==> config.mk <==
export PLATFORM = sky130hd
export DESIGN_NAME = tdm_demux_flat
export DESIGN_NICKNAME = d
export VERILOG_FILES = /design/src/rtl/tdm_demux_if.sv /design/src/rtl/tdm_demux.sv /design/src/flat_wrapper.sv
export SDC_FILE = /design/constraint.sdc
export NUM_CORES = 1
export LEC_CHECK = 0
export ABC_CLOCK_PERIOD_IN_PS = 2000
export BUFFER_PORTS_ARGS = -buffer_cell sky130_fd_sc_hd__buf_4
export CORE_MARGIN = 10
export CORE_UTILIZATION = 54
export DETAILED_ROUTE_END_ITERATION = 16
export GPL_TIMING_DRIVEN = 0
export PLACE_DENSITY = 0.78
export SYNTH_ARGS = -nofsm -noshare
export SYNTH_HDL_FRONTEND = slang
export SYNTH_SLANG_ARGS = --single-unit
==> constraint.sdc <==
create_clock -name clk -period 2 [get_ports clk]
set_clock_uncertainty 0.1 [all_clocks]
set_input_delay 0.2 -clock clk [delete_from_list [all_inputs] [get_ports clk]]
set_output_delay 0.2 -clock clk [all_outputs]
set_load 0.005 [all_outputs]
==> src/rtl/tdm_demux_if.sv <==
// TDM link bundle: serial beat inputs plus the deserialized frame outputs.
interface tdm_demux_if #(
    parameter int N_CH  = 4,
    parameter int W     = 8,
    parameter int CNT_W = 8
);
    logic              in_valid;
    logic              in_sof;
    logic [W-1:0]      in_data;
    logic [N_CH*W-1:0] out_data;
    logic              out_valid;
    logic              sync_err;
    logic [CNT_W-1:0]  frame_cnt;

    modport slave (
        input  in_valid, in_sof, in_data,
        output out_data, out_valid, sync_err, frame_cnt
    );

    modport master (
        output in_valid, in_sof, in_data,
        input  out_data, out_valid, sync_err, frame_cnt
    );
endinterface

==> src/rtl/tdm_demux.sv <==
// TDM receive deserializer: slots beats into a capture buffer, publishes whole
// frames atomically, flags framing errors and counts good frames.
module tdm_demux #(
    parameter int N_CH  = 4,
    parameter int W     = 8,
    parameter int CNT_W = 8
) (
    input  logic        clk,
    input  logic        rst_n,
    tdm_demux_if.slave  bus
);
    localparam int IDX_W = (N_CH > 1) ? $clog2(N_CH) : 1;
    localparam logic [IDX_W-1:0] LAST_IDX = IDX_W'(N_CH - 1);

    typedef enum logic {HUNT, COLLECT} state_e;

    state_e                   state_q, state_d;
    logic [IDX_W-1:0]         idx_q, idx_d;
    logic [N_CH-1:0][W-1:0]   cap_q, cap_d;
    logic [N_CH*W-1:0]        out_q, out_d;
    logic                     ov_q, ov_d;
    logic                     err_q, err_d;
    logic [CNT_W-1:0]         cnt_q, cnt_d;
    logic                     last_beat;

    assign last_beat = bus.in_valid && !bus.in_sof && (state_q == COLLECT) &&
                       (idx_q == LAST_IDX);

    always_ff @(posedge clk or negedge rst_n) begin
        if (!rst_n) begin
            state_q <= HUNT;
            idx_q   <= '0;
            cap_q   <= '0;
            out_q   <= '0;
            ov_q    <= 1'b0;
            err_q   <= 1'b0;
            cnt_q   <= '0;
        end else begin
            state_q <= state_d;
            idx_q   <= idx_d;
            cap_q   <= cap_d;
            out_q   <= out_d;
            ov_q    <= ov_d;
            err_q   <= err_d;
            cnt_q   <= cnt_d;
        end
    end

    always_comb begin
        state_d = state_q;
        if (bus.in_valid) begin
            case (state_q)
                HUNT:    if (bus.in_sof) state_d = COLLECT;
                COLLECT: if (last_beat)  state_d = HUNT;
                default: state_d = HUNT;
            endcase
        end
    end

    // Pulses default low so they last exactly one cycle per event.
    always_comb begin
        idx_d = idx_q;
        cap_d = cap_q;
        out_d = out_q;
        ov_d  = 1'b0;
        err_d = 1'b0;
        cnt_d = cnt_q;
        if (bus.in_valid) begin
            if (bus.in_sof) begin
                // SOF always restarts a frame; in COLLECT it also means the old one was short.
                cap_d[0] = bus.in_data;
                idx_d    = IDX_W'(1);
                err_d    = (state_q == COLLECT);
            end else if (state_q == HUNT) begin
                err_d = 1'b1;
            end else begin
                cap_d[idx_q] = bus.in_data;
                if (last_beat) begin
                    out_d = cap_d;
                    ov_d  = 1'b1;
                    cnt_d = cnt_q + CNT_W'(1);
                    idx_d = '0;
                end else begin
                    idx_d = idx_q + IDX_W'(1);
                end
            end
        end
    end

    assign bus.out_data  = out_q;
    assign bus.out_valid = ov_q;
    assign bus.sync_err  = err_q;
    assign bus.frame_cnt = cnt_q;
endmodule

==> src/flat_wrapper.sv <==
// flat-port wrapper written by rule: the top's interface ports become plain ports
module tdm_demux_flat 
#(
    parameter int N_CH  = 4,
    parameter int W     = 8,
    parameter int CNT_W = 8
)
  (clk, rst_n, bus_in_valid, bus_in_sof, bus_in_data, bus_out_data, bus_out_valid, bus_sync_err, bus_frame_cnt);
  tdm_demux_if #(.N_CH(N_CH), .W(W), .CNT_W(CNT_W)) bus_i ();
  input  logic clk;
  input  logic rst_n;
  input wire logic [$bits(bus_i.in_valid)-1:0] bus_in_valid;
  input wire logic [$bits(bus_i.in_sof)-1:0] bus_in_sof;
  input wire logic [$bits(bus_i.in_data)-1:0] bus_in_data;
  output wire logic [$bits(bus_i.out_data)-1:0] bus_out_data;
  output wire logic [$bits(bus_i.out_valid)-1:0] bus_out_valid;
  output wire logic [$bits(bus_i.sync_err)-1:0] bus_sync_err;
  output wire logic [$bits(bus_i.frame_cnt)-1:0] bus_frame_cnt;
  assign bus_i.in_valid = bus_in_valid;
  assign bus_i.in_sof = bus_in_sof;
  assign bus_i.in_data = bus_in_data;
  assign bus_out_data = bus_i.out_data;
  assign bus_out_valid = bus_i.out_valid;
  assign bus_sync_err = bus_i.sync_err;
  assign bus_frame_cnt = bus_i.frame_cnt;
  tdm_demux #(.N_CH(N_CH), .W(W), .CNT_W(CNT_W)) u_core (.clk(clk), .rst_n(rst_n), .bus(bus_i));
endmodule
# [Word level (Yosys, flattened, before mapping)]
# Cells that the tools add are included.
[totals] register_bits=77 inputBits=12 word_cells=44
[classes] n_addsub=2 order_cmp=2 n_eq_ne=1 muxes=18 bitwise_logic=2 n_reduce_logical=9
[op_table] operator="32-bit bitwise mux" n=1
[op_table] operator="8-bit 2-to-1 mux" n=3
[op_table] operator="8-bit demux with 2-bit select" n=1
[op_table] operator="1-bit 2-to-1 mux" n=9
[op_table] operator="8-bit by 1-bit adder with 8-bit output, second input constant" n=1
[op_table] operator="2-bit 2-to-1 mux" n=3
[op_table] operator="1-bit logical AND" n=4
[op_table] operator="4-bit AND reduction" n=1
[op_table] operator="2-bit by 3-bit less-than comparator with 1-bit output, second input constant" n=1
[op_table] operator="3-bit AND reduction" n=1
[op_table] operator="2-bit by 1-bit adder with 2-bit output, second input constant" n=1
[op_table] operator="2-bit equality test, second input constant" n=1
[op_table] operator="2-bit by 1-bit >= comparator with 1-bit output, second input constant" n=1
[op_table] operator="1-bit NOT" n=2
[op_table] operator="1-bit one-hot mux with 2 select lines" n=1
[op_table] operator="2-bit AND reduction" n=1
[op_table] operator="2-bit nonzero test" n=1
[op_table] operator="1-bit zero test" n=1

# [Longest topological paths before layout]
# Gate-level depths: netlist (run 1).
[logic_depth] word_depth=8 ltp_mapped=6 mapped_depth_nobuf=5

# [Worst setup path before layout (run 1)]
# No wires, ideal clock.
[synth_timing] path_type="register -> register" startpoint="reg u_core.idx_q[0]" endpoint="reg u_core.cap_q[0] in the netlist's numbering" setup_ns=0.125 arrival_time_ns=1.526 required_ns=1.775 slack_ns=0.249 stages_incl_launch_ff=7 synth_period_minus_slack_ns=1.751 cell_sequence="dfrtp_1 inv_1 ha_1 buf_2 nor2_1 nor2_2 mux2_2"
[synth_via] elab_chain_cells=7
[synth_lines] item="start, declared" line_no="tdm_demux.sv:18" text="logic [IDX_W-1:0] idx_q, idx_d;"
[synth_lines] item="start signal, assigned" line_no="tdm_demux.sv:40" text="idx_q <= idx_d;"
[synth_lines] item="2-bit by 3-bit less-than comparator with 1-bit output (implied by the code) / 2-bit by 1-bit >= comparator with 1-bit output (equally long branches)" line_no="tdm_demux.sv:77" text="cap_d[idx_q] = bus.in_data;"
[synth_lines] item="1-bit logical AND (implied by the code)" line_no="tdm_demux.sv:77"
[synth_lines] item="8-bit 2-to-1 mux (implied by the code)" line_no="tdm_demux.sv:77"
[synth_lines] item="8-bit demux with 2-bit select *"
[synth_lines] item="32-bit bitwise mux *" line_no="tdm_demux.sv:77"
[synth_lines] item="8-bit 2-to-1 mux *" line_no="tdm_demux.sv:74" text="end else if (state_q == HUNT) begin"
[synth_lines] item="8-bit 2-to-1 mux *" line_no="tdm_demux.sv:69" text="if (bus.in_sof) begin"
[synth_lines] item="end signal, assigned" line_no="tdm_demux.sv:41" text="cap_q <= cap_d;"
[synth_lines] item="end, declared" line_no="tdm_demux.sv:19" text="logic [N_CH-1:0][W-1:0] cap_q, cap_d;"
# Every way passes the cells marked *; elsewhere a longest branch is shown, timed or not. The select of a mux whose other input is x is not followed.
# A chain may end at the register's enable or synchronous reset.

# [Worst setup path after layout (run 1)]
[layout_timing] startpoint="reg u_core.idx_q[0]" endpoint="reg u_core.cap_q[6] in the netlist's numbering"
# The elaborated chain is that of the path after synthesis.

==> reports/qor.txt, run 1 <==
Critical Path RT = 2.12 ns
Min-Delay Path Class = input port to flip-flop
Leak = 1.81 nW
DRT iter0 DRCs = 83
input/output buffers = 52
cell internal pwr = 3.34 mW
Starting Density = 56.4%
worst-skew pair later-pin latency = 0.34 ns
total CTS buffers = 9
Hold Path Origin = bus_in_data[4]
DRC viols = 0
cell row count = 26
Startpoint Class = flip-flop
Setup violations, final = 0
Sw Pwr = 1.46 mW
clock buffer depth = 2
Area Growth Syn to Fin = 23.1%
synth cell count leaders = dfrtp_1, nand2_1, o21ai_0
die height = 93.5 um
Post-Synthesis Cells = 250
IO Pins = 54
Die X = 93.5 um
Clock Pin Slew Worst Setup and Hold Paths = 0.07 ns
Slew HR = 43.5%
worst slack at placement = -0.0256 ns
Total Wirelength = 6390 um
post-synthesis sequential area ratio = 59.2%
DRT Pass-1 Iters = 4
H-tree depth reported by CTS = 3
cell taking the most area after synthesis = dfrtp_1
placed instance area = 0.00340 sq mm
asr flop ratio synth = 100%
CP Class = flip-flop to flip-flop
WL/cell = 16.5 um
Netlist cell types = 25
Vias per Instance = 5.20
Power Density = 1340 mW/mm^2
first-pass GRT wire length = 10700 um
total power = 4.80 mW
Final Hold Fails = 0
Finished Core Util = 69.4%
TritonCTS Sinks = 69
status = finished, final reports clean
Tmin final = 1.85 ns
# Post-CTS Setup Buffers = 0
Final period util = 92.4%
RSZ-0062 raised after global routing = false
Non-Filler Instances = 388
number of global-route vias before repair = 2192
Overall Global Routing Usage = 15.6%
synth top area cells = dfrtp_1, mux2_2, mux2i_1, nand2_1, o21ai_0
worst hold margin = 0.0184 ns
RePlAce Congestion = 0.727
pin count of the biggest net entering global routing = 70
flop2flop setup slack = 0.15 ns
design area = 0.00359 sq mm
number of flops mapped to enable cells by yosys = 0
layout cell share with drive strength beyond 1 = 32.4%
RR Startpoint = u_core.idx_q[0]
PnR worst setup slack = 0.152 ns
Synth Cell Area = 0.00292 sq mm
VDD IR max = 748 uV
sequential share of power = 46.7%
Switching Fraction = 30.4%
antenna violations before repair = 0
post-synthesis register bit count = 69
max-slew violations = 0
Final TNS setup = 0 ns
critical path peak fanout = 9
Clock Power Share = 21.4%
antenna cells = 0
Mapped Avg Cell Area = 11.7 sq um
Post-DP HPWL = 4480 um
Synth Net Count = 268
DIE AREA = 0.00874 sq mm
CTS Root Cell = clkbuf_8
top-area cell type share of the netlist area = 59.2%
fmax = 541 MHz
crit path DAT = 1.97 ns
CORE AREA = 0.00517 sq mm
CTS tree = built
slew at the pin with the worst max-slew slack = 0.848 ns
total global routing overflow = 0
Detail Route Antenna Nets = 0
Yosys warnings = 0
critical path launch point = u_core.idx_q[0]
Comb pwr share = 31.9%
commonest register cell after synthesis = dfrtp_1
Final nets = 332
CP Capture Type = flip-flop
max-cap viol count = 0
most common cell in the netlist = dfrtp_1
vias post-DR = 2019
Inst Count DP = 372
Filler Cell Count = 385
-- worst paths after layout --
check	endpoint	depth (start not counted)
min reg2reg	u_core.bus.frame_cnt[7]	1
max	u_core.cap_q[6]	6
min in group asynchronous	u_core.bus.out_data[8]	2
max reg2reg	u_core.cap_q[6]	6
max in group asynchronous	u_core.bus.out_data[26]	2
min	u_core.bus.out_data[28]	3
-- metal layers --
layer	GRT usage, %	routed length, um
met1	18.1	2660
met2	26.0	3230
met3	4.40	416
met4	7.58	91
met5	0	0
-- state kept, by name (all words and copies together) (netlist names) --
name                  flops
u_core.cap_q             24
u_core.idx_q              2
u_core.state_q            1
u_core.bus.out_data      32
u_core.bus.sync_err       1
u_core.bus.out_valid      1
u_core.bus.frame_cnt      8
-- power groups by stage --
stage,registers [mW],clock network (mW),logic (mW)
detailed placement,2.26,0,1.55
floorplan,2.23,0,0.803
CTS,2.24,1.05,1.57
finish,2.24,1.02,1.53
global placement,2.23,0,1.49
global route,2.30,1.11,1.72
-- final cells by class --
type / count / area (sq um) / area share [%]
Timing Repair Buffer: 53 / 400 / 11.1
Clock inverter: 1 / 5.00 / 0.139
Buffer: 12 / 60.1 / 1.67
Tap cell: 70 / 87.6 / 2.44
Inverter: 5 / 18.8 / 0.523
Clock buffer: 14 / 173 / 4.81
Multi-Input combinational cell: 164 / 1120 / 31.2
Sequential cell: 69 / 1730 / 48.1
-- cell usage in the layout, fill, tap and decap left out, types with 2 or more instances in the layout --
cell type | Yosys | layout
dfrtp_1 | 69 | 69
buf_4 | 0 | 52
mux2_2 | 24 | 24
mux2i_1 | 24 | 24
buf_2 | 9 | 8
nand2_2 | 2 | 2
ha_1 | 6 | 6
o21ai_0 | 26 | 26
clkbuf_1 | 2 | 4
xnor2_1 | 2 | 2
xor2_1 | 5 | 5
clkbuf_8 | 0 | 12
inv_1 | 5 | 5
nor3_1 | 4 | 4
nand2_1 | 60 | 60
-- cells by family after synthesis --
group,Yosys count,share of synthesized area [%]
compound gates,28,4.93
xor+xnor,7,2.10
fa+ha+maj,6,2.57
buf+inv,17,2.62
flops,69,59.2
mux,48,17.5
simple gates,75,11.1
-- worst max-delay path, cell delays in order (launching register included) --
cell and delay (ns):
dfrtp_1 0.41, inv_1 0.12, ha_1 0.16, clkbuf_4 0.23, nor2_1 0.10, nor2_4 0.23
mux2_2 0.37
-- what timing repair did --
item | in CTS | in global routing
hold buffers | 1 | 0
endpoints found under the setup margin | 8 | 8
endpoints found under the hold margin | 69 | 0
resized for setup | 1 | 1
No activity file was read; power rests on OpenSTA's default activity.
==> run 2: changes to the inputs <==
BUFFER_PORTS_ARGS = -buffer_cell sky130_fd_sc_hd__buf_2   (was -buffer_cell sky130_fd_sc_hd__buf_4)
==> reports/qor.txt, run 2 (synthesis results as in run 1) <==
input/output buffers = 52 (unchanged)
die height = 93.5 um (unchanged)
cell row count = 26 (unchanged)
RR Startpoint = u_core.idx_q[0] (unchanged)
worst slack at placement = -0.00458 ns (was -0.0256 ns)
H-tree depth reported by CTS = 3 (unchanged)
Total Wirelength = 6140 um (was 6390 um)
most frequent cells in the layout = dfrtp_1, buf_2, nand2_1, o21ai_0 (was dfrtp_1, nand2_1, buf_4, o21ai_0)
Overall Global Routing Usage = 15.0% (was 15.6%)
antenna violations before repair = 0 (unchanged)
Detail Route Antenna Nets = 0 (unchanged)
DRC viols = 0 (unchanged)
slew at the pin with the worst max-slew slack = 0.836 ns (was 0.848 ns)
Final Hold Fails = 0 (unchanged)
Worst R2R Path Depth = 6 (unchanged)
Die X = 93.5 um (unchanged)
Leak = 1.80 nW (was 1.81 nW)
first-pass GRT wire length = 10300 um (was 10700 um)
CP Class = flip-flop to flip-flop (unchanged)
CTS Root Cell = clkbuf_8 (unchanged)
design area = 0.00348 sq mm (was 0.00359 sq mm)
pin count of the biggest net entering global routing = 70 (unchanged)
critical path launch point = u_core.idx_q[0] (unchanged)
number of global-route vias before repair = 2119 (was 2192)
VDD IR max = 660 uV (was 748 uV)
WL/cell = 15.8 um (was 16.5 um)
Power Density = 1340 mW/mm^2 (about the same)
critical path peak fanout = 9 (unchanged)
antenna cells = 0 (unchanged)
total CTS buffers = 9 (unchanged)
Hold Path Origin = bus_in_data[6] (was bus_in_data[4])
max-cap viol count = 0 (unchanged)
worst-skew pair later-pin latency = 0.34 ns (about the same)
Final TNS setup = 0 ns (unchanged)
TritonCTS Sinks = 69 (unchanged)
Area Growth Syn to Fin = 19.3% (was 23.1%)
worst hold stages = 3 (unchanged)
DIE AREA = 0.00874 sq mm (unchanged)
leading cell type in the layout, fill and taps excluded = dfrtp_1 (unchanged)
Non-Filler Instances = 388 (unchanged)
fmax = 535 MHz (was 541 MHz)
Slew HR = 44.3% (was 43.5%)
Final nets = 332 (unchanged)
total global routing overflow = 0 (unchanged)
Min-Delay Path Class = input port to flip-flop (unchanged)
layout cell share with drive strength beyond 1 = 32.7% (was 32.4%)
Tmin final = 1.87 ns (was 1.85 ns)
Vias per Instance = 5.21 (was 5.20)
Critical Path RT = 2.12 ns (about the same)
crit path DAT = 1.99 ns (was 1.97 ns)
RSZ-0062 raised after global routing = false (unchanged)
Finished Core Util = 67.3% (was 69.4%)
clock buffer depth = 2 (unchanged)
# Post-CTS Setup Buffers = 0 (unchanged)
status = finished, final reports clean (unchanged)
max-slew violations = 0 (unchanged)
CP Capture Type = flip-flop (unchanged)
Hold Path Sink = u_core.bus.out_data[30] (was u_core.bus.out_data[28])
RePlAce Congestion = 0.745 (was 0.727)
DRT iter0 DRCs = 127 (was 83)
Setup violations, final = 0 (unchanged)
Inst Count DP = 372 (unchanged)
Final period util = 93.5% (was 92.4%)
Post-DP HPWL = 4450 um (was 4480 um)
Startpoint Class = flip-flop (unchanged)
flop2flop setup slack = 0.13 ns (was 0.15 ns)
max reg flops = 32 (unchanged)
CORE AREA = 0.00517 sq mm (unchanged)
Clock Pin Slew Worst Setup and Hold Paths = 0.07 ns (about the same)
CTS tree = built (unchanged)
reg2reg end = u_core.cap_q[0] (was u_core.cap_q[6])
IO Pins = 54 (unchanged)
DRT Pass-1 Iters = 4 (unchanged)
Starting Density = 56.4% (unchanged)
total power = 4.66 mW (was 4.80 mW)
placed instance area = 0.00327 sq mm (was 0.00340 sq mm)
PnR worst setup slack = 0.130 ns (was 0.152 ns)
worst hold margin = 0.0501 ns (was 0.0184 ns)
vias post-DR = 2020 (was 2019)
==> run 2: changes by cell type in the layout (fill, tap and decap cells not counted), sizes merged <==
cell	before	now
clkinv	1	0
buf	60	61
==> run 2: layer usage <==
metal	vias to the layer above	wire length (um)	part of all wire [%]	GRT usage, %
met1	1001	2560	42	17.4
li1	963	-	-	-
met2	48	3040	49	24.7
met5	-	0	0	0
met3	8	452	7.4	5.04
met4	0	97	1.6	6.56
==> run 2: how the worst max path moves through the flow <==
stage	endpoint	slack, ns
floorplan	u_core.cap_q[0]	0.25
global placement	u_core.cap_q[2]	0.08
detailed placement	u_core.cap_q[0]	-0.005
CTS	u_core.cap_q[0]	0.11
global route	u_core.cap_q[2]	0.003
finish	u_core.cap_q[0]	0.13
==> run 2: final cells by class <==
cell class,instances,area (sq um)
Tap cell,70,87.6
Timing Repair Buffer,53,273
Inverter,5,18.8
Sequential cell,69,1730
Multi-Input combinational cell,164,1120
Buffer,12,57.6
Fill cell,397,1690
Clock buffer,15,196
==> run 2: worst max-delay path, cell delays in order (launching register included) <==
cell,delay (ns)
dfrtp_1,0.41
inv_1,0.11
ha_1,0.14
buf_2,0.25
nor2_1,0.12
nor2_4,0.24
mux2_2,0.37
==> run 2: timing repair <==
action | 4_1_cts | 5_1_grt
resized for setup | 1 | 0
hold endpoints to repair | 69 | 0
setup endpoints to repair | 5 | 0
hold buffers | 1 | 0
==> run 2: where the power goes <==
part           total (mW)  internal (mW)  switching, mW
Combinational        1.36          0.700          0.658
Clock                1.09          0.614          0.473
Sequential           2.21           1.93          0.283
==> run 3: changes to the inputs <==
ABC_CLOCK_PERIOD_IN_PS = 2300   (was 2000)
CORE_UTILIZATION = 58   (was 54)
PLACE_DENSITY = 0.83   (was 0.78)
clock period = 2.3 ns   (was 2 ns; I/O delays follow)
==> reports/qor.txt, run 3 (synthesis results as in run 1) <==
status = finished, final reports clean (unchanged)
Comb pwr share = 30.0% (was 29.1%)
layout cell share with drive strength beyond 1 = 32.1% (was 32.7%)
Switching Fraction = 31.5% (was 30.4%)
slew at the pin with the worst max-slew slack = 0.857 ns (was 0.836 ns)
critical path launch point = u_core.idx_q[0] (unchanged)
Hold Path Origin = bus_in_data[2] (was bus_in_data[6])
Vias per Instance = 5.18 (was 5.21)
number of global-route vias before repair = 2089 (was 2119)
flop2flop setup slack = 0.31 ns (was 0.13 ns)
design area = 0.00343 sq mm (was 0.00348 sq mm)
die height = 90.9 um (was 93.5 um)
Inst Count DP = 369 (was 372)
DIE AREA = 0.00827 sq mm (was 0.00874 sq mm)
cell internal pwr = 2.70 mW (was 3.25 mW)
Slew HR = 42.8% (was 44.3%)
Leak = 1.78 nW (was 1.80 nW)
CP Capture Type = flip-flop (unchanged)
Detail Route Antenna Nets = 0 (unchanged)
critical path peak fanout = 9 (unchanged)
antenna cells = 0 (unchanged)
vias post-DR = 1996 (was 2020)
Sw Pwr = 1.24 mW (was 1.42 mW)
CTS Root Cell = clkbuf_8 (unchanged)
Critical Path RT = 2.43 ns (was 2.12 ns)
CP Class = flip-flop to flip-flop (unchanged)
Post-DP HPWL = 4350 um (was 4450 um)
clock buffer depth = 2 (unchanged)
Clock Pin Slew Worst Setup and Hold Paths = 0.07 ns (about the same)
worst-skew pair later-pin latency = 0.34 ns (about the same)
max-cap viol count = 0 (unchanged)
Starting Density = 61.0% (was 56.4%)
DRT Pass-1 Iters = 4 (unchanged)
Final period util = 86.6% (was 93.5%)
Final Hold Fails = 0 (unchanged)
worst hold margin = 0.0640 ns (was 0.0501 ns)
most frequent cells in the layout = dfrtp_1, buf_2, nand2_1, o21ai_0 (unchanged)
Area Growth Syn to Fin = 17.7% (was 19.3%)
Die X = 90.9 um (was 93.5 um)
Finished Core Util = 71.7% (was 67.3%)
fmax = 502 MHz (was 535 MHz)
input/output buffers = 52 (unchanged)
Non-Filler Instances = 385 (was 388)
RR Startpoint = u_core.idx_q[0] (unchanged)
first-pass GRT wire length = 10300 um (about the same)
Tmin final = 1.99 ns (was 1.87 ns)
Final TNS setup = 0 ns (unchanged)
RSZ-0062 raised after global routing = false (unchanged)
Min-Delay Path Class = input port to flip-flop (unchanged)
WL/cell = 15.9 um (was 15.8 um)
sequential share of power = 48.9% (was 47.5%)
Power Density = 1150 mW/mm^2 (was 1340 mW/mm^2)
Total Wirelength = 6120 um (was 6140 um)
worst slack at placement = 0.326 ns (was -0.00458 ns)
DRC viols = 0 (unchanged)
leading cell type in the layout, fill and taps excluded = dfrtp_1 (unchanged)
Overall Global Routing Usage = 15.6% (was 15.0%)
DRT iter0 DRCs = 115 (was 127)
pin count of the biggest net entering global routing = 70 (unchanged)
PnR worst setup slack = 0.308 ns (was 0.130 ns)
total CTS buffers = 9 (unchanged)
Startpoint Class = flip-flop (unchanged)
IO Pins = 54 (unchanged)
H-tree depth reported by CTS = 3 (unchanged)
max-slew violations = 0 (unchanged)
TritonCTS Sinks = 69 (unchanged)
CTS tree = built (unchanged)
VDD IR max = 689 uV (was 660 uV)
Setup violations, final = 0 (unchanged)
CORE AREA = 0.00479 sq mm (was 0.00517 sq mm)
total global routing overflow = 0 (unchanged)
RePlAce Congestion = 0.808 (was 0.745)
max reg flops = 32 (unchanged)
total power = 3.94 mW (was 4.66 mW)
crit path DAT = 2.12 ns (was 1.99 ns)
placed instance area = 0.00326 sq mm (was 0.00327 sq mm)
Clock Power Share = 21.1% (was 23.3%)
antenna violations before repair = 0 (unchanged)
cell row count = 25 (was 26)
Final nets = 332 (unchanged)
run 3: area by class of cell:
| type | count | area [sq um] |
|---|---|---|
| inverters | 5 | 18.8 |
| flip-flops and latches | 69 | 1730 |
| fillers | 355 | 1350 |
| well taps | 67 | 83.8 |
| plain buffers | 12 | 57.6 |
| multi-input cells | 164 | 1110 |
| repair buffers | 53 | 273 |
| clock inverters | 2 | 10.0 |
| clock buffers | 13 | 149 |
run 3: power groups by stage:
stage | combinational, mW | sequential (mW) | clock [mW]
finish | 1.18 | 1.93 | 0.830
CTS | 1.22 | 1.93 | 0.844
global placement | 1.16 | 1.92 | 0
global route | 1.36 | 1.99 | 0.903
floorplan | 0.698 | 1.94 | 0
detailed placement | 1.21 | 1.95 | 0
run 3: worst max-delay path, cell delays in order (launching register included):
cell,delay [ns]
dfrtp_1,0.42
inv_1,0.11
ha_1,0.15
buf_2,0.27
nor2_1,0.10
nor2_2,0.34
mux2_2,0.39
run 3: final timing paths:
path | endpoint | depth (start not counted)
worst max register to register | u_core.cap_q[5] | 6
min in group asynchronous | u_core.cap_q[23] | 2
worst max-delay path | u_core.cap_q[5] | 6
worst min-delay path | u_core.bus.out_data[26] | 3
worst min register to register | u_core.bus.out_data[26] | 2
max in group asynchronous | u_core.bus.out_data[10] | 2
run 3: routing by layer:
layer  vias up  global-route usage, %  wire length [um]
met4         0                   7.44               114
met2        48                   24.6              2880
met5         -                      0                 0
li1        970                      -                 -
met3        10                   6.15               369
met1       968                   18.3              2750
run 3: timing repair:
action                                 in CTS  in global routing
setup buffers                               0                  0
setup endpoints to repair                   0                  0
endpoints found under the hold margin      69                  0
hold buffers                                1                  0
gates resized for setup                     0                  0
